**config.mk**
```make
export PLATFORM = sky130hd
export DESIGN_NAME = multiply_divide_unit
export DESIGN_NICKNAME = d
export VERILOG_FILES = /design/src/rtl/multiply_divide_unit_pkg.sv /design/src/rtl/multiply_divide_unit.sv
export SDC_FILE = /design/constraint.sdc
export NUM_CORES = 1
export LEC_CHECK = 0
export BUFFER_PORTS_ARGS = -buffer_cell sky130_fd_sc_hd__buf_2
export CAP_MARGIN = 20
export CORE_MARGIN = 3
export CORE_UTILIZATION = 60
export CTS_BUF_LIST = sky130_fd_sc_hd__clkbuf_4 sky130_fd_sc_hd__clkbuf_8 sky130_fd_sc_hd__clkbuf_16
export DETAILED_ROUTE_END_ITERATION = 10
export PLACE_DENSITY_LB_ADDON = 0.05
export RECOVER_POWER = 25
export SLEW_MARGIN = 0
export SYNTH_ARGS = -nofsm -noshare
export SYNTH_HDL_FRONTEND = slang
export SYNTH_SLANG_ARGS = --single-unit
```
**constraint.sdc**
```tcl
create_clock -name CLK -period 6.55 [get_ports CLK]
set_input_delay 0.3275 -clock CLK [delete_from_list [all_inputs] [get_ports CLK]]
set_output_delay 0.3275 -clock CLK [all_outputs]
set_load 0.02 [all_outputs]
```
**src/rtl/multiply_divide_unit_pkg.sv**
```systemverilog
// Shared encodings for the iterative multiply/divide unit: operation select,
// FSM state codes and the default operand width.
package multiply_divide_unit_pkg;

    localparam int MDU_DWL = 32;

    localparam logic [1:0] MD_MULT  = 2'b00;
    localparam logic [1:0] MD_MULTU = 2'b01;
    localparam logic [1:0] MD_DIV   = 2'b10;
    localparam logic [1:0] MD_DIVU  = 2'b11;

    localparam logic [1:0] ST_IDLE = 2'b00;
    localparam logic [1:0] ST_CALC = 2'b01;
    localparam logic [1:0] ST_SIGN = 2'b10;
    localparam logic [1:0] ST_DONE = 2'b11;

    function automatic logic is_div(input logic [1:0] sel);
        return sel[1];
    endfunction

    function automatic logic is_signed_op(input logic [1:0] sel);
        return ~sel[0];
    endfunction

endpackage

```
**src/rtl/multiply_divide_unit.sv**
```systemverilog
// Iterative HI/LO multiply/divide unit: one shift-add or restoring shift-subtract
// step per cycle over a single 2*DWL shift register shared by both operations.
module multiply_divide_unit
    import multiply_divide_unit_pkg::*;
#(
    parameter int DWL = MDU_DWL,
    parameter int CW  = 6
) (
    input  logic           CLK,
    input  logic           RST,
    input  logic           Start,
    input  logic [1:0]     MDSel,
    input  logic [DWL-1:0] MDIn1,
    input  logic [DWL-1:0] MDIn2,
    input  logic           WriteHI,
    input  logic           WriteLO,
    output logic           Busy,
    output logic           Done,
    output logic [DWL-1:0] HI,
    output logic [DWL-1:0] LO,
    output logic           DivByZero
);

    logic [1:0]       r_state;
    logic [CW-1:0]    r_cnt;
    logic [2*DWL-1:0] r_acc;
    logic [DWL-1:0]   r_op2;
    logic [1:0]       r_sel;
    logic             r_sign1;
    logic             r_sign2;
    logic [DWL-1:0]   r_hi;
    logic [DWL-1:0]   r_lo;
    logic             r_dbz;

    logic             w_accept;
    logic             w_dbz_start;
    logic             w_signed_in;
    logic [DWL-1:0]   w_in1_mag;
    logic [DWL-1:0]   w_in2_mag;
    logic [DWL:0]     w_add;
    logic [DWL:0]     w_trial;
    logic [2*DWL-1:0] w_step;
    logic [2*DWL-1:0] w_prod;
    logic [DWL-1:0]   w_quo;
    logic [DWL-1:0]   w_rem;
    logic [DWL-1:0]   w_res_hi;
    logic [DWL-1:0]   w_res_lo;

    assign w_accept    = (r_state == ST_IDLE) && Start;
    assign w_dbz_start = w_accept && is_div(MDSel) && (MDIn2 == {DWL{1'b0}});
    assign w_signed_in = is_signed_op(MDSel);
    assign w_in1_mag   = (w_signed_in && MDIn1[DWL-1]) ? (~MDIn1 + DWL'(1)) : MDIn1;
    assign w_in2_mag   = (w_signed_in && MDIn2[DWL-1]) ? (~MDIn2 + DWL'(1)) : MDIn2;

    // One iteration step: multiply adds into the upper half and shifts right,
    // divide shifts left and keeps the trial difference when it does not borrow.
    always_comb begin
        w_add   = {1'b0, r_acc[2*DWL-1:DWL]} + (r_acc[0] ? {1'b0, r_op2} : {(DWL+1){1'b0}});
        w_trial = r_acc[2*DWL-1:DWL-1] - {1'b0, r_op2};
        w_step  = r_acc;
        if (is_div(r_sel)) begin
            if (!w_trial[DWL]) begin
                w_step = {w_trial[DWL-1:0], r_acc[DWL-2:0], 1'b1};
            end else begin
                w_step = {r_acc[2*DWL-2:0], 1'b0};
            end
        end else begin
            w_step = {w_add, r_acc[DWL-1:1]};
        end
    end

    // Sign fix-up of the unsigned magnitude result; remainder follows the dividend.
    always_comb begin
        w_prod = r_acc;
        w_quo  = r_acc[DWL-1:0];
        w_rem  = r_acc[2*DWL-1:DWL];
        if (is_signed_op(r_sel) && (r_sign1 ^ r_sign2)) begin
            w_prod = ~r_acc + (2*DWL)'(1);
            w_quo  = ~r_acc[DWL-1:0] + DWL'(1);
        end else begin
            w_prod = r_acc;
            w_quo  = r_acc[DWL-1:0];
        end
        if (is_signed_op(r_sel) && r_sign1) begin
            w_rem = ~r_acc[2*DWL-1:DWL] + DWL'(1);
        end else begin
            w_rem = r_acc[2*DWL-1:DWL];
        end
        if (is_div(r_sel)) begin
            w_res_hi = w_rem;
            w_res_lo = w_quo;
        end else begin
            w_res_hi = w_prod[2*DWL-1:DWL];
            w_res_lo = w_prod[DWL-1:0];
        end
    end

    // Sequencer and iteration datapath.
    always_ff @(posedge CLK or posedge RST) begin
        if (RST) begin
            r_state <= ST_IDLE;
            r_cnt   <= {CW{1'b0}};
            r_acc   <= {(2*DWL){1'b0}};
            r_op2   <= {DWL{1'b0}};
            r_sel   <= 2'b00;
            r_sign1 <= 1'b0;
            r_sign2 <= 1'b0;
        end else begin
            case (r_state)
                ST_IDLE: begin
                    if (Start) begin
                        r_sel   <= MDSel;
                        r_sign1 <= w_signed_in & MDIn1[DWL-1];
                        r_sign2 <= w_signed_in & MDIn2[DWL-1];
                        r_cnt   <= {CW{1'b0}};
                        if (is_div(MDSel)) begin
                            r_acc <= {{DWL{1'b0}}, w_in1_mag};
                            r_op2 <= w_in2_mag;
                        end else begin
                            r_acc <= {{DWL{1'b0}}, w_in2_mag};
                            r_op2 <= w_in1_mag;
                        end
                        r_state <= w_dbz_start ? ST_DONE : ST_CALC;
                    end
                end
                ST_CALC: begin
                    r_acc <= w_step;
                    r_cnt <= r_cnt + CW'(1);
                    if (r_cnt == CW'(DWL - 1)) begin
                        r_state <= ST_SIGN;
                    end
                end
                ST_SIGN: r_state <= ST_DONE;
                ST_DONE: r_state <= ST_IDLE;
                default: r_state <= ST_IDLE;
            endcase
        end
    end

    // Architectural HI/LO and the sticky divide-by-zero flag.
    always_ff @(posedge CLK or posedge RST) begin
        if (RST) begin
            r_hi  <= {DWL{1'b0}};
            r_lo  <= {DWL{1'b0}};
            r_dbz <= 1'b0;
        end else if (w_accept) begin
            r_dbz <= w_dbz_start;
            if (w_dbz_start) begin
                r_hi <= MDIn1;
                r_lo <= {DWL{1'b1}};
            end
        end else if (r_state == ST_IDLE) begin
            if (WriteHI) begin
                r_hi <= MDIn1;
            end
            if (WriteLO) begin
                r_lo <= MDIn1;
            end
        end else if (r_state == ST_SIGN) begin
            r_hi <= w_res_hi;
            r_lo <= w_res_lo;
        end
    end

    assign Busy      = (r_state != ST_IDLE);
    assign Done      = (r_state == ST_DONE);
    assign HI        = r_hi;
    assign LO        = r_lo;
    assign DivByZero = r_dbz;

endmodule

```
======== Yosys cells after proc, flatten, opt, wreduce, memory -nomap -nowiden ========
Cells that the tools add are included.
word-level totals
  flip-flop bits (word level) ............. 173
  input port bits ......................... 71
  output and inout port bits .............. 67
  logic and storage cells ................. 84
operators by class
  $add $sub $neg .......................... 8
  equality and inequality tests ........... 9
  multiplexer cells ....................... 30
  bitwise operators ....................... 10
  reductions and logical operators ........ 17
operators with widths
  kind                                                              number
  32-bit two-way mux                                                19
  64-bit two-way mux                                                4
  32-bit by 1-bit adder with 32-bit output (second input constant)  4
  32-bit NOT                                                        4
  64-bit one-hot mux with 2 select lines                            1
  64-bit by 1-bit adder with 64-bit output (second input constant)  1
  64-bit NOT                                                        1
  32-bit by 32-bit adder with 33-bit output                         1
  33-bit by 32-bit subtractor with 33-bit output                    1
  32-bit zero test                                                  1
  6-bit one-hot mux with 2 select lines                             1
  2-bit one-hot mux with 4 select lines                             1
  1-bit logical AND                                                 7
  6-bit by 1-bit adder with 6-bit output (second input constant)    1
  6-bit by 5-bit == test with 1-bit output (second input constant)  1
  2-bit two-way mux                                                 3
  6-bit two-way mux                                                 1
  3-bit != test (second input constant)                             2
  2-bit AND reduction                                               3
  3-bit AND reduction                                               2
  2-bit == test (second input constant)                             2
  2-bit != test (second input constant)                             2
  2-bit nonzero test                                                2
  3-bit nonzero test                                                1
  6 further kinds                                                   8

======== Logic depth before layout (Yosys ltp) ========
  depth after elaboration ................. 7
  mapped depth ............................ 14
  gate-level depth less buffers ........... 14

======== Worst setup path after synthesis ========
No wires, ideal clock.
  kind .................................... register to register
  start point ............................. reg r_acc[36]
  end point ............................... reg r_acc[49]
  arrival ................................. 3,141 ps
  data required time ...................... 6,424 ps
  setup slack ............................. 3,283 ps
  cell stages (with the launch flop) ...... 12
  path buffers ............................ 0
  period minus slack after synthesis ...... 3,267 ps
  cell sequence ........................... dfrtp_1 > ha_1 > a21oi_1 > nor3b_1 > a211oi_2 > nor4_4 > o31ai_4 > a41oi_2 > mux2i_2 > nor2_4 > mux2_1 > a221o_1
between the ends
  cells in the longest elaborated chain, start to end .. 4
RTL lines
  element                                         line                         text
  start: declaration                              multiply_divide_unit.sv:26   logic [2*DWL-1:0] r_acc;
  start signal: assignment                        multiply_divide_unit.sv:103  r_acc <= {(2*DWL){1'b0}};
  start signal: assignment                        multiply_divide_unit.sv:117  r_acc <= {{DWL{1'b0}}, w_in1_mag};
  start signal: assignment                        multiply_divide_unit.sv:120  r_acc <= {{DWL{1'b0}}, w_in2_mag};
  33-bit by 32-bit subtractor with 33-bit output  multiply_divide_unit.sv:59   w_trial = r_acc[2*DWL-1:DWL-1] - {1'b0, r_op2};
  64-bit two-way mux                              multiply_divide_unit.sv:62   if (!w_trial[DWL]) begin
  64-bit two-way mux *                            multiply_divide_unit.sv:61   if (is_div(r_sel)) begin
  64-bit one-hot mux with 2 select lines *        multiply_divide_unit.sv:109  case (r_state)
Every way passes the cells marked *; elsewhere a longest branch is shown, timed or not.
A chain may end at the register's enable or synchronous reset.

======== Final worst setup path ========
  start point ............................. reg r_acc[31]
  end point ............................... reg r_acc[33]
between the ends
  cells in the longest elaborated chain, start to end .. 4
RTL lines
  element                                         line
  33-bit by 32-bit subtractor with 33-bit output  multiply_divide_unit.sv:59
  64-bit two-way mux                              multiply_divide_unit.sv:62
  64-bit two-way mux                              multiply_divide_unit.sv:61
  64-bit one-hot mux with 2 select lines          multiply_divide_unit.sv:109
Every way passes these cells.

==> summary.txt <==
Outcome
  • Status: finished with violations
  • Failing checks: max-capacitance violations, max-slew violations

Global routing
  • Largest net degree at the start of global routing: 108
  • Busiest grt layer: met2
  • Total global-route track usage: 38.20%
  • First-pass GRT wire length: 79.05 mm
  • Antenna violations before repair: 1
  • Grt ovf: 0
  • Met3 usage: 8.121%
  • Met2 Track Usage GR: 55.77%
  • GR Util met1: 55.06%
  • Vias in the first global route: 13.68k

STA
  • Max Slew Vio Count: 98
  • Period utilization: 67.03%
  • Setup tns final: 0 ns
  • Hold WS: 0.2773 ns
  • F_max: 227.8 MHz
  • Worst Skew: 0.01485 ns
  • Least-Margin Pin Slew: 4.609 ns
  • Min cycle time layout: 4.390 ns
  • Slew HR: -209.0%
  • Final setup viols: 0
  • RSZ-0062 raised after global routing: false
  • Final hold violation count: 0
  • Worst setup slack after layout: 2.160 ns

Clocking
  • CTS Buffer Depth: 2
  • Resized Gates After CTS: 0
  • Reg clk slew, reported paths: 0.08 ns
  • Post-CTS Setup Bufs: 0
  • Hold Buf Count CTS: 0
  • Clock root buffer: clkbuf_16
  • TritonCTS clock tree: yes
  • Clock Sinks: 173
  • Inserted Clock Buffers: 17
  • H-tree levels: 4
  • Worst skew pair latency: 0.44 ns

Place
  • RePlAce Congestion: 1.040
  • Dpl hpwl: 39.17 mm
  • Port bufs: 137
  • Pre-CTS setup slack: 2.238 ns

Drt
  • Initial DRC Count: 1812
  • Vias: 15.01k
  • DR pass1 iterations: 6
  • WL per Instance: 22.51 microns
  • DRT antenna net count: 0
  • DRT Wirelength: 51.95 mm
  • Drc violations: 0
  • Via density: 6.501

Floorplan
  • I/O pins: 138
  • Starting Density: 61.33%
  • Die area: 26940 sq um
  • Chip width: 164.1 microns
  • Core area: 24460 sq um
  • Row count: 57
  • Die height: 164.1 microns

Synth
  • Sequential cell area fraction in the yosys report: 28.86%
  • Post-synth top cells: o21ai_0, nand2_1, nor2_1, a21oi_1, dfrtp_1
  • Asr flop ratio synth: 100.0%
  • Cell area after synthesis: 15000 sq um
  • Area contributors post-synth: dfrtp_1, o21ai_0, xnor2_1
  • Syn nets: 2043
  • Ys flop type: dfrtp_1
  • Syn Inst Count: 1897
  • Most frequent cell after synthesis: o21ai_0
  • Yosys top cell by area: dfrtp_1
  • Area share of the leading cell type in the synthesized netlist: 28.86%
  • Post-synth EDFFs: 0
  • Mapped Avg Cell Area: 7.908 sq um
  • Synth Register Bits: 173
  • Yosys Warn Count: 0
  • Synth unique cells: 89

Cells and area
  • Post-layout util: 67.49%
  • Nets: 2116
  • Layout cell share with drive strength beyond 1: 13.51%
  • Layout overhead on the synthesized area: 10.05%
  • Fillers: 2138

Power and ir drop
  • P_leak: 7.397 nW
  • Power Dens Cells: 557.9 nW/um^2
  • Peak supply drop: 375.8 uV

Setup path
  • Crit start category: flip-flop
  • Crit end category: flip-flop
  • Worst path top cell family by delay: compound AO/OA/AOI/OAI gates
  • Required time of the critical path: 6.92 ns
  • Slowest cell on the critical path: o31ai_1
  • Cell Chain, Critical Path: inv_1, ha_1, fa_1, nor2b_1, o31ai_1, a211oi_2, nor4_4, o31ai_4, a41oi_2, mux2i_2, nor2_4, buf_4, mux2_2, o21ai_0
  • Crit Path Category: flip-flop to flip-flop
  • Bufs and invs on worst path: 2
  • Crit-path max FO: 22
  • Crit-path max cell delay: 0.54 ns
  • Crit path DAT: 4.76 ns

Job
  • Max-cap viol count: 1

Min path
  • Worst Hold Class: primary input to flip-flop
==> layout make-up <==
class / count / area [sq um] / area share (%)
multi-input combinational: 1555 / 10040 / 60.81
sequential: 173 / 4330 / 26.23
timing repair buffer: 156 / 864.6 / 5.237
clock buffer: 18 / 439.2 / 2.660
tap: 324 / 405.4 / 2.455
inverter: 67 / 252.7 / 1.531
clock inverter: 14 / 175.2 / 1.061
antenna: 1 / 2.502 / 0.01516
==> power breakdown <==
group	total [W]	internal (W)	switching, W
Sequential	0.00210	0.00154	0.000560
Combinational	0.00601	0.00230	0.00371
Clock	0.00110	0.000589	0.000508
==> final timing paths <==
| check | start | endpoint | slack [ns] | depth (start not counted) |
|---|---|---|---|---|
| setup / recovery | r_acc[31]$_DFFE_PP0P_ | r_acc[33]$_DFFE_PP0P_ | 2.16 | 14 |
| hold / removal | MDSel[0] | r_sel[0]$_DFFE_PP0P_ | 0.28 | 2 |
| setup reg to reg | r_acc[31]$_DFFE_PP0P_ | r_acc[33]$_DFFE_PP0P_ | 2.16 | 14 |
| hold reg to reg | LO[23]$_DFFE_PP0P_ | LO[23]$_DFFE_PP0P_ | 0.47 | 2 |
| max in group asynchronous | RST | r_sel[1]$_DFFE_PP0P_ | 2.83 | 4 |
| min in group asynchronous | RST | r_acc[36]$_DFFE_PP0P_ | 1.27 | 2 |
==> through the flow <==
| step | std cells | power, W | instance area, sq um |
|---|---|---|---|
| 2_1_floorplan | 1897 | 0.006376 | 15000 |
| 3_3_place_gp | 2272 | 0.007827 | 15840 |
| 3_5_place_dp | 2272 | 0.007953 | 15840 |
| 4_1_cts | 2304 | 0.009068 | 16450 |
| 5_1_grt | 2308 | 0.009864 | 16510 |
| 6_report | 2308 | 0.009210 | 16510 |
==> logic make-up after synthesis <==
family          share of synthesized area (%)
compound gates                          25.72
xor+xnor                                10.51
fa+ha+maj                               6.355
buf+inv                                 4.420
flops                                   28.86
mux                                     5.096
simple gates                            19.04
==> worst reg2reg max path, stage by stage (launching register included) <==
cell and delay, ns:
dfrtp_1 0.38, inv_1 0.18, ha_1 0.34, fa_1 0.27, nor2b_1 0.07, o31ai_1 0.54
a211oi_2 0.26, nor4_4 0.37, o31ai_4 0.14, a41oi_2 0.26, mux2i_2 0.15, nor2_4 0.39
buf_4 0.45, mux2_2 0.39, o21ai_0 0.13
==> cells in the final DEF (no fill, tap or decap), types with 23 or more instances in the layout <==
cell type,count
inv_1,66
mux2_2,23
nand2_1,195
o21ai_0,218
a21oi_1,179
mux2i_1,42
nand2b_1,29
a21o_1,26
ha_1,72
nor3_1,41
buf_2,137
xnor2_1,107
a22oi_1,23
nor2_1,192
a211oi_1,28
xor2_1,73
dfrtp_1,172
==> routing by layer <==
layer | up-vias | part of all wire [%]
li1 | 6915 | -
met1 | 7127 | 43
met2 | 830 | 42
met3 | 133 | 11
met4 | 0 | 4.2
met5 | - | 0
==> sequential cells by signal, indices dropped and copies added (netlist names) <==
signal / cells
r_acc: 64
HI: 32
LO: 32
r_op2: 32
r_cnt: 6
r_sel: 2
r_state: 2
DivByZero: 1
r_sign1: 1
r_sign2: 1
(Power assumes the default switching activity.)
